<file path="config.mk">
export PLATFORM = sky130hd
export DESIGN_NAME = inst_fifo_flat
export DESIGN_NICKNAME = d
export VERILOG_FILES = /design/src/rtl/inst_fifo_if.sv /design/src/rtl/inst_fifo.sv /design/src/flat_wrapper.sv
export SDC_FILE = /design/constraint.sdc
export NUM_CORES = 2
export LEC_CHECK = 0
export BUFFER_PORTS_ARGS = -buffer_cell sky130_fd_sc_hd__buf_2
export CELL_PAD_IN_SITES_DETAIL_PLACEMENT = 1
export CELL_PAD_IN_SITES_GLOBAL_PLACEMENT = 2
export CORE_UTILIZATION = 45
export DETAILED_ROUTE_END_ITERATION = 12
export PLACE_DENSITY = 0.91
export SYNTH_ARGS = -nofsm -noshare
export SYNTH_HDL_FRONTEND = slang
export SYNTH_SLANG_ARGS = --single-unit
</file>
<file path="constraint.sdc">
create_clock -name clk -period 10.5 [get_ports clk]
set_clock_uncertainty 0.1 [all_clocks]
set_input_delay 2.1 -clock clk [delete_from_list [all_inputs] [get_ports clk]]
set_output_delay 2.1 -clock clk [all_outputs]
set_load 0.03 [all_outputs]
</file>
<file path="src/rtl/inst_fifo_if.sv">
// Instruction-queue bus between fetch/issue (master) and the queue (slave).
// Groups the push, pop and flush controls with the read data and status flags.
interface inst_fifo_if #(
    parameter int DEPTH  = 16,
    parameter int DATA_W = 32
);
    localparam int CW = $clog2(DEPTH) + 1;

    // Redirect control
    logic              flush;
    logic              flush_keep_ds;

    // Push side (fetch)
    logic              write_en1;
    logic              write_en2;
    logic [DATA_W-1:0] write_inst1;
    logic [DATA_W-1:0] write_inst2;
    logic [DATA_W-1:0] write_pc1;
    logic [DATA_W-1:0] write_pc2;

    // Pop side (decode/issue)
    logic              read_en1;
    logic              read_en2;
    logic [DATA_W-1:0] read_inst1;
    logic [DATA_W-1:0] read_pc1;
    logic [DATA_W-1:0] read_inst2;
    logic [DATA_W-1:0] read_pc2;

    // Status
    logic              empty;
    logic              almost_empty;
    logic              full;
    logic [CW-1:0]     count;

    modport master (
        output flush, flush_keep_ds,
        output write_en1, write_en2, write_inst1, write_inst2, write_pc1, write_pc2,
        output read_en1, read_en2,
        input  read_inst1, read_pc1, read_inst2, read_pc2,
        input  empty, almost_empty, full, count
    );

    modport slave (
        input  flush, flush_keep_ds,
        input  write_en1, write_en2, write_inst1, write_inst2, write_pc1, write_pc2,
        input  read_en1, read_en2,
        output read_inst1, read_pc1, read_inst2, read_pc2,
        output empty, almost_empty, full, count
    );
endinterface

</file>
<file path="src/rtl/inst_fifo.sv">
// inst_fifo: dual-push / dual-pop instruction queue between fetch and the
// dual-issue decode stage. Circular buffer of {inst, pc} with a separate
// occupancy counter; flags decode the registered count only.
// Optional feature: define INST_FIFO_DS_KEEP_EN to let a flush with
// flush_keep_ds retain the branch delay-slot instruction.
module inst_fifo #(
    parameter int DEPTH  = 16,
    parameter int DATA_W = 32
) (
    input  logic       clk,
    input  logic       rst,
    inst_fifo_if.slave fif
);
    localparam int AW = $clog2(DEPTH);
    localparam int CW = AW + 1;

    logic [DATA_W-1:0] inst_mem [DEPTH];
    logic [DATA_W-1:0] pc_mem   [DEPTH];

    logic [AW-1:0] rptr;
    logic [AW-1:0] wptr;
    logic [CW-1:0] count;

    logic [AW-1:0] rptr_p1;
    logic [AW-1:0] wptr_p1;
    logic          full_int;
    logic          rd1;
    logic          rd2;
    logic          wr1;
    logic          wr2;
    logic [1:0]    nread;
    logic [1:0]    nwrite;

    assign rptr_p1  = rptr + AW'(1);
    assign wptr_p1  = wptr + AW'(1);
    assign full_int = (count > CW'(DEPTH - 2));

    // Status flags and read views depend only on registered state, never on read_en*.
    assign fif.empty        = (count == '0);
    assign fif.almost_empty = (count == CW'(1));
    assign fif.full         = full_int;
    assign fif.count        = count;
    assign fif.read_inst1   = inst_mem[rptr];
    assign fif.read_pc1     = pc_mem[rptr];
    assign fif.read_inst2   = inst_mem[rptr_p1];
    assign fif.read_pc2     = pc_mem[rptr_p1];

    // Qualify pops against occupancy and pushes against the pre-update full flag.
    always_comb begin
        // NOTE: every signal assigned here gets a default first, so no path leaves it unassigned and no latch is inferred.
        rd1    = 1'b0;
        rd2    = 1'b0;
        wr1    = 1'b0;
        wr2    = 1'b0;
        if (fif.read_en1 && (count != '0)) begin
            rd1 = 1'b1;
            rd2 = fif.read_en2 && (count >= CW'(2));
        end
        if (fif.write_en1 && !full_int) begin
            wr1 = 1'b1;
            wr2 = fif.write_en2;
        end
        nread  = {1'b0, rd1} + {1'b0, rd2};
        nwrite = {1'b0, wr1} + {1'b0, wr2};
    end

`ifdef INST_FIFO_DS_KEEP_EN
    logic [CW-1:0]     count_after_pop;
    logic [AW-1:0]     keep_ptr;
    logic              keep_valid;
    logic [DATA_W-1:0] keep_inst;
    logic [DATA_W-1:0] keep_pc;

    // Pick the delay-slot entry: the post-pop head if one survives, else the slot-1 push.
    always_comb begin
        count_after_pop = count - CW'(nread);
        keep_ptr        = rptr + AW'(nread);
        keep_valid      = 1'b0;
        keep_inst       = '0;
        keep_pc         = '0;
        if (count_after_pop != '0) begin
            keep_valid = 1'b1;
            keep_inst  = inst_mem[keep_ptr];
            keep_pc    = pc_mem[keep_ptr];
        end else if (fif.write_en1) begin
            keep_valid = 1'b1;
            keep_inst  = fif.write_inst1;
            keep_pc    = fif.write_pc1;
        end
    end
`else
    // Retention is compiled out; the port stays for a uniform interface.
    logic unused_keep_ds;
    assign unused_keep_ds = fif.flush_keep_ds;
`endif

    // Pointer, count and storage update; reset dominates flush, flush dominates push/pop.
    always_ff @(posedge clk) begin
        // NOTE: sequential state uses non-blocking assignments so every register samples pre-edge values.
        if (rst) begin
            rptr  <= '0;
            wptr  <= '0;
            count <= '0;
            // NOTE: storage is cleared on reset so read data is defined as 0; this puts a reset on every storage flop.
            for (int i = 0; i < DEPTH; i++) begin
                inst_mem[i] <= '0;
                pc_mem[i]   <= '0;
            end
        end else if (fif.flush) begin
`ifdef INST_FIFO_DS_KEEP_EN
            if (fif.flush_keep_ds && keep_valid) begin
                inst_mem[0] <= keep_inst;
                pc_mem[0]   <= keep_pc;
                rptr        <= '0;
                wptr        <= AW'(1);
                count       <= CW'(1);
            end else begin
                rptr  <= '0;
                wptr  <= '0;
                count <= '0;
            end
`else
            rptr  <= '0;
            wptr  <= '0;
            count <= '0;
`endif
        end else begin
            if (wr1) begin
                inst_mem[wptr] <= fif.write_inst1;
                pc_mem[wptr]   <= fif.write_pc1;
            end
            if (wr2) begin
                inst_mem[wptr_p1] <= fif.write_inst2;
                pc_mem[wptr_p1]   <= fif.write_pc2;
            end
            rptr  <= rptr + AW'(nread);
            wptr  <= wptr + AW'(nwrite);
            count <= count + CW'(nwrite) - CW'(nread);
        end
    end
endmodule

</file>
<file path="src/flat_wrapper.sv">
// flat-port wrapper written by rule: the top's interface ports become plain ports
module inst_fifo_flat 
#(
    parameter int DEPTH  = 16,
    parameter int DATA_W = 32
)
  (clk, rst, fif_flush, fif_flush_keep_ds, fif_write_en1, fif_write_en2, fif_write_inst1, fif_write_inst2, fif_write_pc1, fif_write_pc2, fif_read_en1, fif_read_en2, fif_read_inst1, fif_read_pc1, fif_read_inst2, fif_read_pc2, fif_empty, fif_almost_empty, fif_full, fif_count);
  inst_fifo_if #(.DEPTH(DEPTH), .DATA_W(DATA_W)) fif_i ();
  input  logic clk;
  input  logic rst;
  input wire logic [$bits(fif_i.flush)-1:0] fif_flush;
  input wire logic [$bits(fif_i.flush_keep_ds)-1:0] fif_flush_keep_ds;
  input wire logic [$bits(fif_i.write_en1)-1:0] fif_write_en1;
  input wire logic [$bits(fif_i.write_en2)-1:0] fif_write_en2;
  input wire logic [$bits(fif_i.write_inst1)-1:0] fif_write_inst1;
  input wire logic [$bits(fif_i.write_inst2)-1:0] fif_write_inst2;
  input wire logic [$bits(fif_i.write_pc1)-1:0] fif_write_pc1;
  input wire logic [$bits(fif_i.write_pc2)-1:0] fif_write_pc2;
  input wire logic [$bits(fif_i.read_en1)-1:0] fif_read_en1;
  input wire logic [$bits(fif_i.read_en2)-1:0] fif_read_en2;
  output wire logic [$bits(fif_i.read_inst1)-1:0] fif_read_inst1;
  output wire logic [$bits(fif_i.read_pc1)-1:0] fif_read_pc1;
  output wire logic [$bits(fif_i.read_inst2)-1:0] fif_read_inst2;
  output wire logic [$bits(fif_i.read_pc2)-1:0] fif_read_pc2;
  output wire logic [$bits(fif_i.empty)-1:0] fif_empty;
  output wire logic [$bits(fif_i.almost_empty)-1:0] fif_almost_empty;
  output wire logic [$bits(fif_i.full)-1:0] fif_full;
  output wire logic [$bits(fif_i.count)-1:0] fif_count;
  assign fif_i.flush = fif_flush;
  assign fif_i.flush_keep_ds = fif_flush_keep_ds;
  assign fif_i.write_en1 = fif_write_en1;
  assign fif_i.write_en2 = fif_write_en2;
  assign fif_i.write_inst1 = fif_write_inst1;
  assign fif_i.write_inst2 = fif_write_inst2;
  assign fif_i.write_pc1 = fif_write_pc1;
  assign fif_i.write_pc2 = fif_write_pc2;
  assign fif_i.read_en1 = fif_read_en1;
  assign fif_i.read_en2 = fif_read_en2;
  assign fif_read_inst1 = fif_i.read_inst1;
  assign fif_read_pc1 = fif_i.read_pc1;
  assign fif_read_inst2 = fif_i.read_inst2;
  assign fif_read_pc2 = fif_i.read_pc2;
  assign fif_empty = fif_i.empty;
  assign fif_almost_empty = fif_i.almost_empty;
  assign fif_full = fif_i.full;
  assign fif_count = fif_i.count;
  inst_fifo #(.DEPTH(DEPTH), .DATA_W(DATA_W)) u_core (.clk(clk), .rst(rst), .fif(fif_i));
endmodule
</file>
# Word level (Yosys, flattened, before mapping)
# Memories as Yosys holds them, arrays and structs flattened. A register that Yosys moved wholly into a read port is not among the register bits.
# Cells that the tools add are included.
dict set report totals {
  register_bits 13
  ramBits 1024
  in_bits 136
  output_inout_bits 136
  wordCells 55
  mem_count 2
}
dict set report classes {
  n_addsub 8
  n_lt_le_gt_ge 2
  eq_ne 1
  mux 28
  reduce_logical 11
}
# name depth word_bits read_ports rd_ports_with_merged_regs write_ports line
set mem_list {}
lappend mem_list {u_core.inst_mem 16 32 2 1 16 inst_fifo.sv:17} ;# logic [DATA_W-1:0] inst_mem [DEPTH];
lappend mem_list {u_core.pc_mem 16 32 2 1 16 inst_fifo.sv:18} ;# logic [DATA_W-1:0] pc_mem [DEPTH];
# op n
set op_table {}
lappend op_table {{$mux 32} 4}
lappend op_table {{$reduce_or 32->1} 4}
lappend op_table {{$mux 4} 6}
lappend op_table {{$mux 1} 18}
lappend op_table {{$add 4x1->4 const B} 2}
lappend op_table {{$add 4x2->4} 2}
lappend op_table {{$add 5x2->5} 1}
lappend op_table {{$eq 5x1->1 const B} 1}
lappend op_table {{$ge 5x2->1 const B} 1}
lappend op_table {{$gt 5x4->1 const B} 1}
lappend op_table {{$logic_not 5->1} 1}
lappend op_table {{$reduce_bool 5->1} 1}
lappend op_table {{$sub 5x2->5} 1}
lappend op_table {{$add 1x1->2} 2}
lappend op_table {{$logic_and 1x1->1} 3}
lappend op_table {{$reduce_or 2->1} 1}
lappend op_table {{$logic_not 1->1} 1}

# Depth between registers and ports, before layout
dict set report logic_depth {
  depth_word 10
  depth_mapped 17
  mapped_depth_nobuf 17
}

# Worst setup path before layout
# Ideal clock, no wire load.
dict set report synth_path {
  path_kind {input-to-reg}
  startpoint {input port fif_write_en2}
  endpoint {memory u_core.inst_mem[12][0] (enable)}
  setup_ns 0.661
  arrival_ns 9.089
  slack_ns 0.650
  stages 5
  n_path_buf 1
  cell_sequence {clkbuf_1 nand2_1 nor3_1 a21oi_1 o41ai_1}
}
# element line
set synth_rtl {}
lappend synth_rtl {{start, declared} flat_wrapper.sv:14} ;# input wire logic [$bits(fif_i.write_en2)-1:0] fif_write_en2;
lappend synth_rtl {{end, declared} inst_fifo.sv:17}

# Final worst setup path
dict set report layout_path {
  startpoint {register u_core.rptr[0]}
  endpoint {output port fif_read_pc2[31]}
}
dict set report layout_between {
  elab_chain_cells 2
}
# element line
set layout_lines {}
lappend layout_lines {{start, declared} inst_fifo.sv:20} ;# logic [AW-1:0] rptr;
lappend layout_lines {{start signal, assigned} inst_fifo.sv:136} ;# rptr <= rptr + AW'(nread);
lappend layout_lines {{$add 4x1->4} inst_fifo.sv:34} ;# assign rptr_p1 = rptr + AW'(1);
lappend layout_lines {{$mem_v2 16x32} -}
lappend layout_lines {{end, declared} flat_wrapper.sv:24} ;# output wire logic [$bits(fif_i.read_pc2)-1:0] fif_read_pc2;
# No other way between the ends.

==> reports/results.ini <==
[outcome]
outcome=finished with violations
violations=DRC

[power]
p_leak_nw=20.25
vdd_ir_drop_max_v=0.0001617
power.density_mw_per_mm2=184.2
power_w=0.01187

[floorplanning]
fp-row-count=132
ios=272
core_mm2=0.1295
start_util=0.4533
dieArea_mm2=0.1319
die_h_um=363.1
die_w_um=363.1

[timing]
fin_ws_ps=3048
relSlewSlack=0.1772
worstMarginPinSlew_ps=1234
fmax_ghz=0.1342
period_needed_ps=7452
rsz0062_at_grt=no
fin_crit_sh=0.7097
setup-violations-final=0
hold_viol_final=0
maxSlewViolCount=0
final.setup.tns_ps=0

[clocking]
cts_tree=yes
cts_hold_buf=0
root_buffer=clkbuf_16
insertion_delay_ps=750
post_cts_resized=0
cts.path.max_buffers=3
clkTransAtPathRegs_ps=60
postCtsSetupBuffers=0
clkSinkCount=1037
htreeDepth=3
cts_buffers=113

[setup_path]
rr_startpoint=u_core.fif.count[4]$_SDFF_PP0_
crit_buf_inv=4
crit_family=buffers and inverters
cp-start-kind=flip-flop
cp.arrival_ps=5250
cp_max_fo=120
critPathCaptureType=primary output
path_cells=buf_12 > and2_1 > o21ai_1 > a21oi_4 > buf_4 > buf_4 > o22ai_1 > a221o_1 > buf_2
critPathRequiredTime_ps=8300
cpMostUsedCell=buf_4
startpoint=u_core.rptr[0]$_SDFF_PP0_
crit_slowest_cell=buf_4
worstSetupPathType=flip-flop to primary output
cpPeakStageDelay_ps=890

[run]
max-cap-violations=0

[yosys]
synthAdderAreaFrac=0.004349
synth_ff_type=edfxtp_1
synth_top_family_by_area=multiplexers
synthSimpleGateAreaFrac=0.08598
synth_xor_area_frac=0.0007462
synth-edff-count=1024
ys_types=44
synth_top_cell_area_share=0.5239
yosysSeqAreaShare=0.5284
synth_area_per_cell_um2=13.19
syn_area_mm2=0.05869
ys_ff_latch=1037
synth_top_cell_by_area=edfxtp_1
synth.area.mux_share=0.2018
yosysWarnings=0
synthTopCellsByArea=edfxtp_1 (52%), mux4_2 (20%), a32oi_1 (6.7%)
async_flop_share=0
synth-compound-area-share=0.1261
synth_cells=4448
synth_fp_nets=4602

[layout]
drive_above_1_share=0.2556
nets=4517
syn2layout_area_growth_pct=9.790
finalNonFillerCells=6213
design_area_mm2=0.06444

[placement]
dp_slack_ps=4011
dpl_cell_area_mm2=0.06084
port-buffer-count=270
dp.cells=5990
gp_congestion=0.8090
dp_hpwl_um=121200

[route]
first_pass_iters=12
antenna_left=0
avgViaCountPerCell=7.354
drc=2
wirelength_um=224000
via_count=45691
drtIter0Drc=6561
wire_per_inst_um=36.06

[global_routing]
grt_max_degree=201
antenna_found_initial=48
track_usage=0.3364
grt-ovfl-total=0
grt_pass1_wl_um=322800
grt_pass1_vias=47433

[min_path]
hp-start=u_core.fif.count[4]$_SDFF_PP0_
hold_path.class=flip-flop to flip-flop

## where the power goes
part           total (W)  internal, W  switching, W
combinational    0.00304      0.00117       0.00187
sequential       0.00487      0.00473      0.000135
clock            0.00396      0.00223       0.00173
## layout by cell type (no fill, tap or decap), drive strengths merged, types with 55 or more instances in the layout
cell,n
a221o,64
a32oi,448
and2,57
and3,69
buf,359
clkbuf,134
clkinv,55
edfxtp,1024
inv,150
mux4,525
nand2,245
nor2,850
o22ai,256
## routing by layer
layer / track usage / up-vias / wire (um)
met2: 0.5518 / 3574 / 107700
met4: 0.1550 / 46 / 10860
li1: - / 17711 / -
met1: 0.4152 / 23649 / 76790
met3: 0.09053 / 711 / 28440
met5: 0 / - / 264
## stage by stage
step,utilization,hold WS (ps)
finish,0.4976,673.3
global route,0.4975,723.8
CTS,0.4973,681.5
detailed placement,0.4699,671.2
global placement,0.4699,650.1
floorplan,-,474.6
## worst paths after layout
path | endpoint | cells past startpoint | slack (ps)
min reg2reg | u_core.fif.count[4]$_SDFF_PP0_ | 4 | 670
max reg2reg | u_core.pc_mem[12][9]$_DFFE_PP_ | 10 | 5790
min | u_core.fif.count[4]$_SDFF_PP0_ | 4 | 670
max | fif_read_pc2[31] | 9 | 3050
## tightest hold or removal path: cells and delay by family, from the launching register on
kind                     cells  cell delay, ps
AO/OA/AOI/OAI                1              60
adder cells (fa/ha/maj)      1             140
buffers and inverters        1             100
flip-flops                   1             330
AND/OR/NAND/NOR              1             100
## state kept, by name (all words and copies together) (netlist names)
name,cells
u_core.fif.count,5
u_core.inst_mem,512
u_core.pc_mem,512
u_core.rptr,4
u_core.wptr,4
## cells in the mapped netlist (2+ instances only)
library cell,n
a21oi_1,8
o22ai_1,206
o21ai_1,4
a21o_1,3
a31oi_1,52
xor2_1,2
ha_1,14
buf_6,12
nand2b_1,6
a221o_1,64
or3_1,4
and3_1,69
inv_1,147
dfxtp_1,13
o31ai_1,4
nor3_1,6
fa_1,4
a211oi_1,51
buf_1,83
nand3_1,4
buf_2,225
mux4_2,525
nor2_1,850
edfxtp_1,1024
nand2_1,245
and2_1,57
a32oi_1,448
o22ai_2,50
buf_4,15
xnor2_1,3
clkbuf_1,224
a21oi_2,2
or2_2,2
o21ai_0,12
## layout make-up
type	count	area [um2]
fill	12988	65050
sequential	1037	31030
multi-input combinational	2703	24900
clock buffer	133	2945
tap	1742	2180
timing repair buffer	360	2173
clock inverter	72	605.6
inverter	148	558.0
antenna	18	45.04
## cell families (layout without fill, tap and decap cells)
kind of cell,count (synthesis),after routing
other cells,0,18
mux,527,527
buf+inv,708,713
flops,1037,1037
fa+ha+maj,18,18
simple gates,1246,1246
compound gates,907,907
xor+xnor,5,5
Power figures use the tool's default switching activity.
